--- src/rtl/game_turn_controller.sv ---
// game_turn_controller: two-player turn FSM with scores, hand-over freeze and frame-locked move tick
module game_turn_controller #(
  parameter int TICK_FRAMES = 4,
  parameter int FREEZE_FRAMES = 30,
  parameter int WIN_SCORE = 10
) (
  input  logic       clk,
  input  logic       reset,
  input  logic       start,
  input  logic       frame_start,
  input  logic       hit,
  input  logic       goal,
  output logic [1:0] state,
  output logic [3:0] p1_score,
  output logic [3:0] p2_score,
  output logic       move_tick,
  output logic       freeze,
  output logic [1:0] winner
);
  typedef enum logic [1:0] {QI, QGAME_1, QGAME_2, QDONE} state_t;
  state_t st, st_n;
  logic [3:0] p1_n, p2_n, act, act_inc;
  logic [1:0] win_n;
  logic       mt_n, frz_n, p2_act;
  logic [7:0] fcnt, fcnt_n, zcnt, zcnt_n;
  assign state = st;
  always_comb begin
    p2_act = st == QGAME_2;
    act = p2_act ? p2_score : p1_score;
    act_inc = act == 4'(WIN_SCORE) ? act : act + 4'd1;
    st_n = st;
    p1_n = p1_score;
    p2_n = p2_score;
    win_n = winner;
    mt_n = 1'b0;
    frz_n = freeze;
    fcnt_n = fcnt;
    zcnt_n = zcnt;
    case (st)
      QI: begin
        frz_n = 1'b0;
        if (start) begin
          st_n = QGAME_1;
          p1_n = '0;
          p2_n = '0;
          win_n = '0;
          fcnt_n = '0;
          zcnt_n = '0;
        end
      end
      QGAME_1, QGAME_2: begin
        if (!start) begin
          st_n = QI;
          frz_n = 1'b0;
          fcnt_n = '0;
          zcnt_n = '0;
        end else if (freeze) begin
          if (frame_start) begin
            zcnt_n = zcnt - 8'd1;
            frz_n = zcnt != 8'd1;
          end
        end else if (goal || hit) begin
          // goal wins over a simultaneous hit; either way the turn ends
          if (goal) begin
            p1_n = p2_act ? p1_score : act_inc;
            p2_n = p2_act ? act_inc : p2_score;
          end
          frz_n = 1'b1;
          fcnt_n = '0;
          if (goal && act_inc == 4'(WIN_SCORE)) begin
            st_n = QDONE;
            win_n = p2_act ? 2'b10 : 2'b01;
          end else begin
            st_n = p2_act ? QGAME_1 : QGAME_2;
            zcnt_n = 8'(FREEZE_FRAMES);
          end
        end else if (frame_start) begin
          mt_n = fcnt == 8'(TICK_FRAMES - 1);
          fcnt_n = mt_n ? 8'd0 : fcnt + 8'd1;
        end
      end
      default: begin
        frz_n = start;
        st_n = start ? QDONE : QI;
      end
    endcase
  end
  always_ff @(posedge clk) begin
    if (reset) begin
      st <= QI;
      p1_score <= '0;
      p2_score <= '0;
      winner <= '0;
      move_tick <= 1'b0;
      freeze <= 1'b0;
      fcnt <= '0;
      zcnt <= '0;
    end else begin
      st <= st_n;
      p1_score <= p1_n;
      p2_score <= p2_n;
      winner <= win_n;
      move_tick <= mt_n;
      freeze <= frz_n;
      fcnt <= fcnt_n;
      zcnt <= zcnt_n;
    end
  end
endmodule

--- config.mk ---
export PLATFORM = sky130hd
export DESIGN_NAME = game_turn_controller
export DESIGN_NICKNAME = d
export VERILOG_FILES = /design/src/rtl/game_turn_controller.sv
export SDC_FILE = /design/constraint.sdc
export NUM_CORES = 1
export LEC_CHECK = 0
export BUFFER_PORTS_ARGS = -buffer_cell sky130_fd_sc_hd__buf_4
export CORE_ASPECT_RATIO = 0.7
export CORE_MARGIN = 4
export CORE_UTILIZATION = 47
export CTS_BUF_LIST = sky130_fd_sc_hd__clkbuf_8
export DETAILED_ROUTE_END_ITERATION = 16
export PLACE_DENSITY = 0.74
export RECOVER_POWER = 100
export SYNTH_ARGS = -nofsm -noshare
export SYNTH_HDL_FRONTEND = slang
export SYNTH_SLANG_ARGS = --single-unit
--- constraint.sdc ---
create_clock -name clk -period 4.3 [get_ports clk]
set_input_delay 1.29 -clock clk [delete_from_list [all_inputs] [get_ports clk]]
set_output_delay 1.29 -clock clk [all_outputs]
set_load 0.05 [all_outputs]
## Yosys cells after proc, flatten, opt, wreduce, memory -nomap -nowiden

Index checks and enable logic that the tools add are counted.

- Output and inout port bits: 14
- Logic and storage cells: 94
- Flip-flop bits (word level): 30
- Input port bits: 6

- Bitwise logic cells: 3
- Reduce and logical (&&, ||, !) cells: 12
- Multiplexer cells: 48
- Add/subtract/negate cells: 3
- Equal/unequal tests: 20

Operator list:

| operator | count |
|---|---|
| two-way mux 8 bit | 11 |
| two-way mux 4 bit | 13 |
| one-hot mux 8 bit (2 select lines) | 2 |
| two-way mux 2 bit | 13 |
| inequality test 2 bit, second input constant | 8 |
| inequality test 4 bit, second input constant | 4 |
| one-hot mux 4 bit (2 select lines) | 2 |
| AND reduction 7 bit | 2 |
| adder 8 x 1 -> 8 bit, second input constant | 1 |
| equality test 4 bit, second input constant | 2 |
| equality test 8 x 2 -> 1 bit, second input constant | 1 |
| inequality test 8 x 1 -> 1 bit, second input constant | 1 |
| one-hot mux 2 bit (2 select lines) | 2 |
| subtractor 8 x 1 -> 8 bit, second input constant | 1 |
| inequality test 3 bit, second input constant | 2 |
| AND reduction 6 bit | 1 |
| OR reduction 6 bit | 1 |
| AND reduction 5 bit | 1 |
| adder 4 x 1 -> 4 bit, second input constant | 1 |
| two-way mux 1 bit | 4 |
| AND reduction 4 bit | 1 |
| NOT 1 bit | 3 |
| AND reduction 3 bit | 1 |
| equality test 2 x 1 -> 1 bit, second input constant | 1 |
| other kinds (7) | 7 |

## Longest topological paths before layout

- Word-level depth: 11
- Mapped depth: 12
- Gate-level depth less buffers: 10

## Worst setup path before layout

OpenSTA, ideal clock, no wires.

- Path kind: input-to-reg
- Start: input port start
- End: register fcnt[5]
- Data required time: 4.178 ns
- Cell stages on the path: 7
- Buffers on the path: 1
- Path slack: 1.512 ns
- Arrival time: 2.665 ns
- Path through: buf_2 > and4bb_2 > a2111oi_4 > and4_1 > nand3_1 > xor2_1 > nor2_1

- Longest elaborated chain between the ends: 2
- Elaborated cells between the ends (all ways): 6
- Those cells by class: eq/ne: 3; mux: 2; reduce/logical: 1

Ends and longest elaborated chain:

| element | line | source |
|---|---|---|
| start, declared | 9 | `input logic start,` |
| inequality test 4 bit (no line) (tied with other cells) | -- |  |
| AND reduction 4 bit (no line) or one-hot mux 8 bit (2 select lines) (tied branches) | -- |  |
| end signal, assigned | 105 | `fcnt <= fcnt_n;` |
| end, declared | 25 | `logic [7:0] fcnt, fcnt_n, zcnt, zcnt_n;` |

Several ways; a longest one is shown, not always the timed one.
A chain may end at the register's enable or synchronous reset.

## Worst setup path after layout

- Start: input port start
- End: register zcnt[4]

- Longest elaborated chain between the ends: 2
- Elaborated cells between the ends (all ways): 7
- Those cells by class: eq/ne: 4; mux: 2; reduce/logical: 1

Ends and longest elaborated chain:

| element | line | source |
|---|---|---|
| inequality test 4 bit (no line) (tied with other cells) | -- |  |
| AND reduction 5 bit (no line) or one-hot mux 8 bit (2 select lines) (tied branches) | -- |  |
| end signal, assigned | 106 | `zcnt <= zcnt_n;` |
| end, declared | 25 |  |

Several ways; a longest one is shown, not always the timed one.

==> reports/results.md <==
| Stage | Parameter | This run |
|:---|:---|:---|
| floorplan | Die extent in y | 59.9 microns |
| clock network | Later-pin clock latency in the skew report | 0.28 ns |
| global routing | Gr ovfl total | 0 |
| synthesis | Simple-gate share of the synthesized area | 25.8% |
| route | Drt first pass iters | 4 |
| global routing | Global routing usage summed across all routing layers | 17.4% |
| route | Antenna viol nets, final | 0 |
| route | Number of remaining DRC errors | 0 |
| sta | Setup Viol. Count Final | 0 |
| final layout | Layout cell share with drive strength beyond 1 | 8.00% |
| route | Detailed-route wire length | 3740 microns |
| final layout | Ant diodes | 0 |
| worst setup path | Maximum fanout encountered on the critical timing path | 10 |
| clock network | Hold-fix buffers at CTS | 0 |
| global routing | Via count of the first global-routing pass | 1376 |
| sta | Setup repair after global routing missed its margin | false |
| floorplan | Number of I/O pins | 20 |
| floorplan | Area of the core | 3600 sq um |
| synthesis | Post-synthesis cell type count | 49 |
| synthesis | Cell count after synthesis | 207 |
| synthesis | Count of warnings emitted by yosys | 0 |
| synthesis | Top cell types by occurrence after synthesis | sky130_fd_sc_hd__dfxtp_1, sky130_fd_sc_hd__nor2_1, sky130_fd_sc_hd__nand3_1 |
| floorplan | Overall die width | 82.2 microns |
| worst setup path | Kind of capture point of the worst setup path | flop |
| synthesis | Fraction of synthesized cell area taken by the top area cell type | 33.2% |
| clock network | Post-cts repair resize count | 0 |
| synthesis | Combinational family with the most area after synthesis | simple AND/OR/NAND/NOR gates |
| worst setup path | Stage delay of the slowest cell on the critical path | 0.56 ns |
| worst setup path | Cell type group with the largest total delay on the critical path | compound AO/OA/AOI/OAI gates |
| synthesis | Multiplexer area fraction after synthesis | 8.78% |
| route | Routed vias/inst | 5.44 |
| pwr | Power density normalized to cell area | 412 nW/um^2 |
| synthesis | Most instantiated flip-flop cell in the synthesis netlist | sky130_fd_sc_hd__dfxtp_1 |
| sta | Max-slew violation count | 0 |
| run | Maximum Capacitance Violations | 0 |
| sta | Final critical delay including setup and external delays | 3.27 ns |
| worst hold path | Worst min-delay path class | flop to flop |
| sta | Max Clk Rate | 306 MHz |
| worst setup path | Number of buffer and inverter instances along the worst setup path | 1 |
| status | Result of the run | finished, final reports clean |
| synthesis | Number of storage elements in the synthesis netlist | 30 |
| clock network | Clock Tree Root | sky130_fd_sc_hd__clkbuf_8 |
| route | Initial DRC count | 72 |
| synthesis | Post-Synth XOR/XNOR Area | 4.84% |
| final layout | Final core utilization | 55.1% |
| worst setup path | Required time at the worst-slack endpoint | 4.45 ns |
| sta | Sum Neg Setup Slack | 0 ns |
| global routing | Wire length of the first global-routing pass | 6560 microns |
| synthesis | Fraction of registers with async set/reset | 0% |
| sta | Share of the clock period used by the worst path after layout | 76.0% |
| route | Total via count in the routed design | 1497 |
| clock network | CTS tree | yes |
| sta | Worst setup skew after layout | 0.00787 ns |
| global routing | Maximum number of pins on one net before global-route repair | 29 |
| floorplan | Placement row count | 18 |
| sta | Max_slew headroom | 60.0% |
| sta | Fin. Hold Viols | 0 |
| clock network | Clk buf depth | 2 |
| final layout | Total area of sequential cells | 601 sq um |
| synthesis | Nets in the synthesized netlist | 221 |
| placed design | Port bufs | 19 |
| clock network | H-tree depth | 2 |
| clock network | Clock transition at the registers of the reported paths | 0.06 ns |
| route | Post-detailed-route wirelength per cell | 13.6 microns |
| worst setup path | Critical-path top delay cell | sky130_fd_sc_hd__a311oi_1 |
| final layout | Fill count | 344 |
| worst setup path | Startpoint type of the worst setup path | input port |
| clock network | Number of buffers created by CTS | 5 |
| worst setup path | Data arrival time at the worst-slack endpoint | 3.41 ns |
| synthesis | Most instantiated library cell after synthesis | sky130_fd_sc_hd__dfxtp_1 |
| final layout | Final #Nets | 238 |
| clock network | Setup repair bufs after CTS | 0 |
| worst setup path | Ordered cell list for the critical path | clkbuf_1, nor2b_1, a311oi_1, a21boi_0, and2_0, o21ai_0 |
| synthesis | Cell accounting for the most synthesized area | sky130_fd_sc_hd__dfxtp_1 |
| pwr | Highest ir drop seen on vdd | 0.193 mV |
| pwr | Static leakage power | 0.000746 uW |
| floorplan | Overall die area | 4920 sq um |
| sta | Transition time at the pin with the least slew margin | 0.603 ns |
| floorplan | Initial core utilization | 50.2% |
| synthesis | Area of the mapped netlist | 1810 sq um |
| synthesis | Share of the synthesized area in compound gates (AO/OA/AOI/OAI) | 17.8% |
| synthesis | Largest cells by area after synthesis | sky130_fd_sc_hd__dfxtp_1, sky130_fd_sc_hd__nor2_1, sky130_fd_sc_hd__ha_1, sky130_fd_sc_hd__mux2i_1, sky130_fd_sc_hd__nand2b_1 |
| worst setup path | CP Class | input port to flop |
| final layout | Area of the multi-input gates | 1120 sq um |
| placed design | Final HPWL DP | 2750 microns |
| synthesis | Adder and majority gate portion of the synthesized area | 5.53% |
| global routing | Antenna violations before repair | 0 |
| synthesis | Share of the yosys chip area belonging to registers | 33.2% |
| placed design | RePlAce Congestion | 0.818 |
| final layout | Area added between synthesis and finish | 9.74% |
| synthesis | Synthesized area per cell | 8.75 sq um |
| synthesis | Count of flip-flops with a built-in enable after synthesis | 0 |
| clock network | Clock Sinks | 30 |
==> worst reg2reg max path: stages, from the launching register on <==
cell and delay (ns):
sky130_fd_sc_hd__dfxtp_1 0.41, sky130_fd_sc_hd__inv_1 0.09, sky130_fd_sc_hd__ha_1 0.46, sky130_fd_sc_hd__and2_0 0.27, sky130_fd_sc_hd__a311oi_1 0.56, sky130_fd_sc_hd__a21boi_0 0.42, sky130_fd_sc_hd__and2_0 0.45, sky130_fd_sc_hd__o21ai_0 0.17
==> power by group <==
part           internal [uW]  switching [uW]
Sequential               298            21.4
Combinational           91.1             175
Clock                    127             107
Total                    516             303
==> registers in the layout, indices dropped and copies added, names as in the netlist <==
name       flops
winner         2
p1_score       4
p2_score       4
state          2
move_tick      1
zcnt           8
fcnt           8
freeze         1
==> layout by cell type, fill, tap and decap left out, types with 6 or more instances in the layout <==
master	n
sky130_fd_sc_hd__a21oi_1	6
sky130_fd_sc_hd__clkbuf_1	15
sky130_fd_sc_hd__clkbuf_8	6
sky130_fd_sc_hd__dfxtp_1	30
sky130_fd_sc_hd__ha_1	8
sky130_fd_sc_hd__inv_1	6
sky130_fd_sc_hd__mux2i_1	10
sky130_fd_sc_hd__nand2_1	9
sky130_fd_sc_hd__nand2b_1	10
sky130_fd_sc_hd__nand3_1	12
sky130_fd_sc_hd__nor2_1	28
sky130_fd_sc_hd__o21ai_0	9
sky130_fd_sc_hd__xor2_1	6
==> layer usage <==
metal  global-route usage, %  wire length (microns)  share of wire (%)
met1                    25.8                   1960                 52
met2                    24.2                   1540                 41
met5                       0                      0                  0
met3                    4.52                    212                5.7
met4                    5.69                     33               0.88
==> layout make-up <==
type,instances,share of cell area [%]
clock buffer,6,4.16
clock inverter,2,0.441
timing repair buffer,19,4.35
sequential,30,30.2
tap,50,3.15
inverter,6,1.13
multi-input combinational,162,56.5
==> cells by family (layout without fill, tap and decap cells) <==
| logic type | count (synthesis) | in the layout |
|---|---|---|
| xor+xnor | 10 | 10 |
| simple gates | 89 | 89 |
| fa+ha+maj | 8 | 8 |
| mux | 14 | 14 |
| buf+inv | 15 | 33 |
| flops | 30 | 30 |
| compound gates | 41 | 41 |
==> metrics by stage <==
step	power (uW)	worst slack [ns]	hold WS [ns]	cells	instance area (sq um)
after floorplan	550	1.51	0.459	207	1810
after global routing	877	0.834	0.493	275	1990
final	819	1.03	0.475	275	1990
after CTS	842	1.65	0.478	275	2060
after global placement	602	1.40	0.469	267	1960
after detailed placement	606	1.37	0.466	267	1960
==> final timing paths <==
path / from / to / slack [ns] / cells after the start
max: start / zcnt[4] / 1.03 / 6
min: winner[1] / winner[1] / 0.48 / 2
max reg2reg: state[0] / zcnt[4] / 1.35 / 7
min reg2reg: winner[1] / winner[1] / 0.48 / 2
No activity file was read; power rests on OpenSTA's default activity.
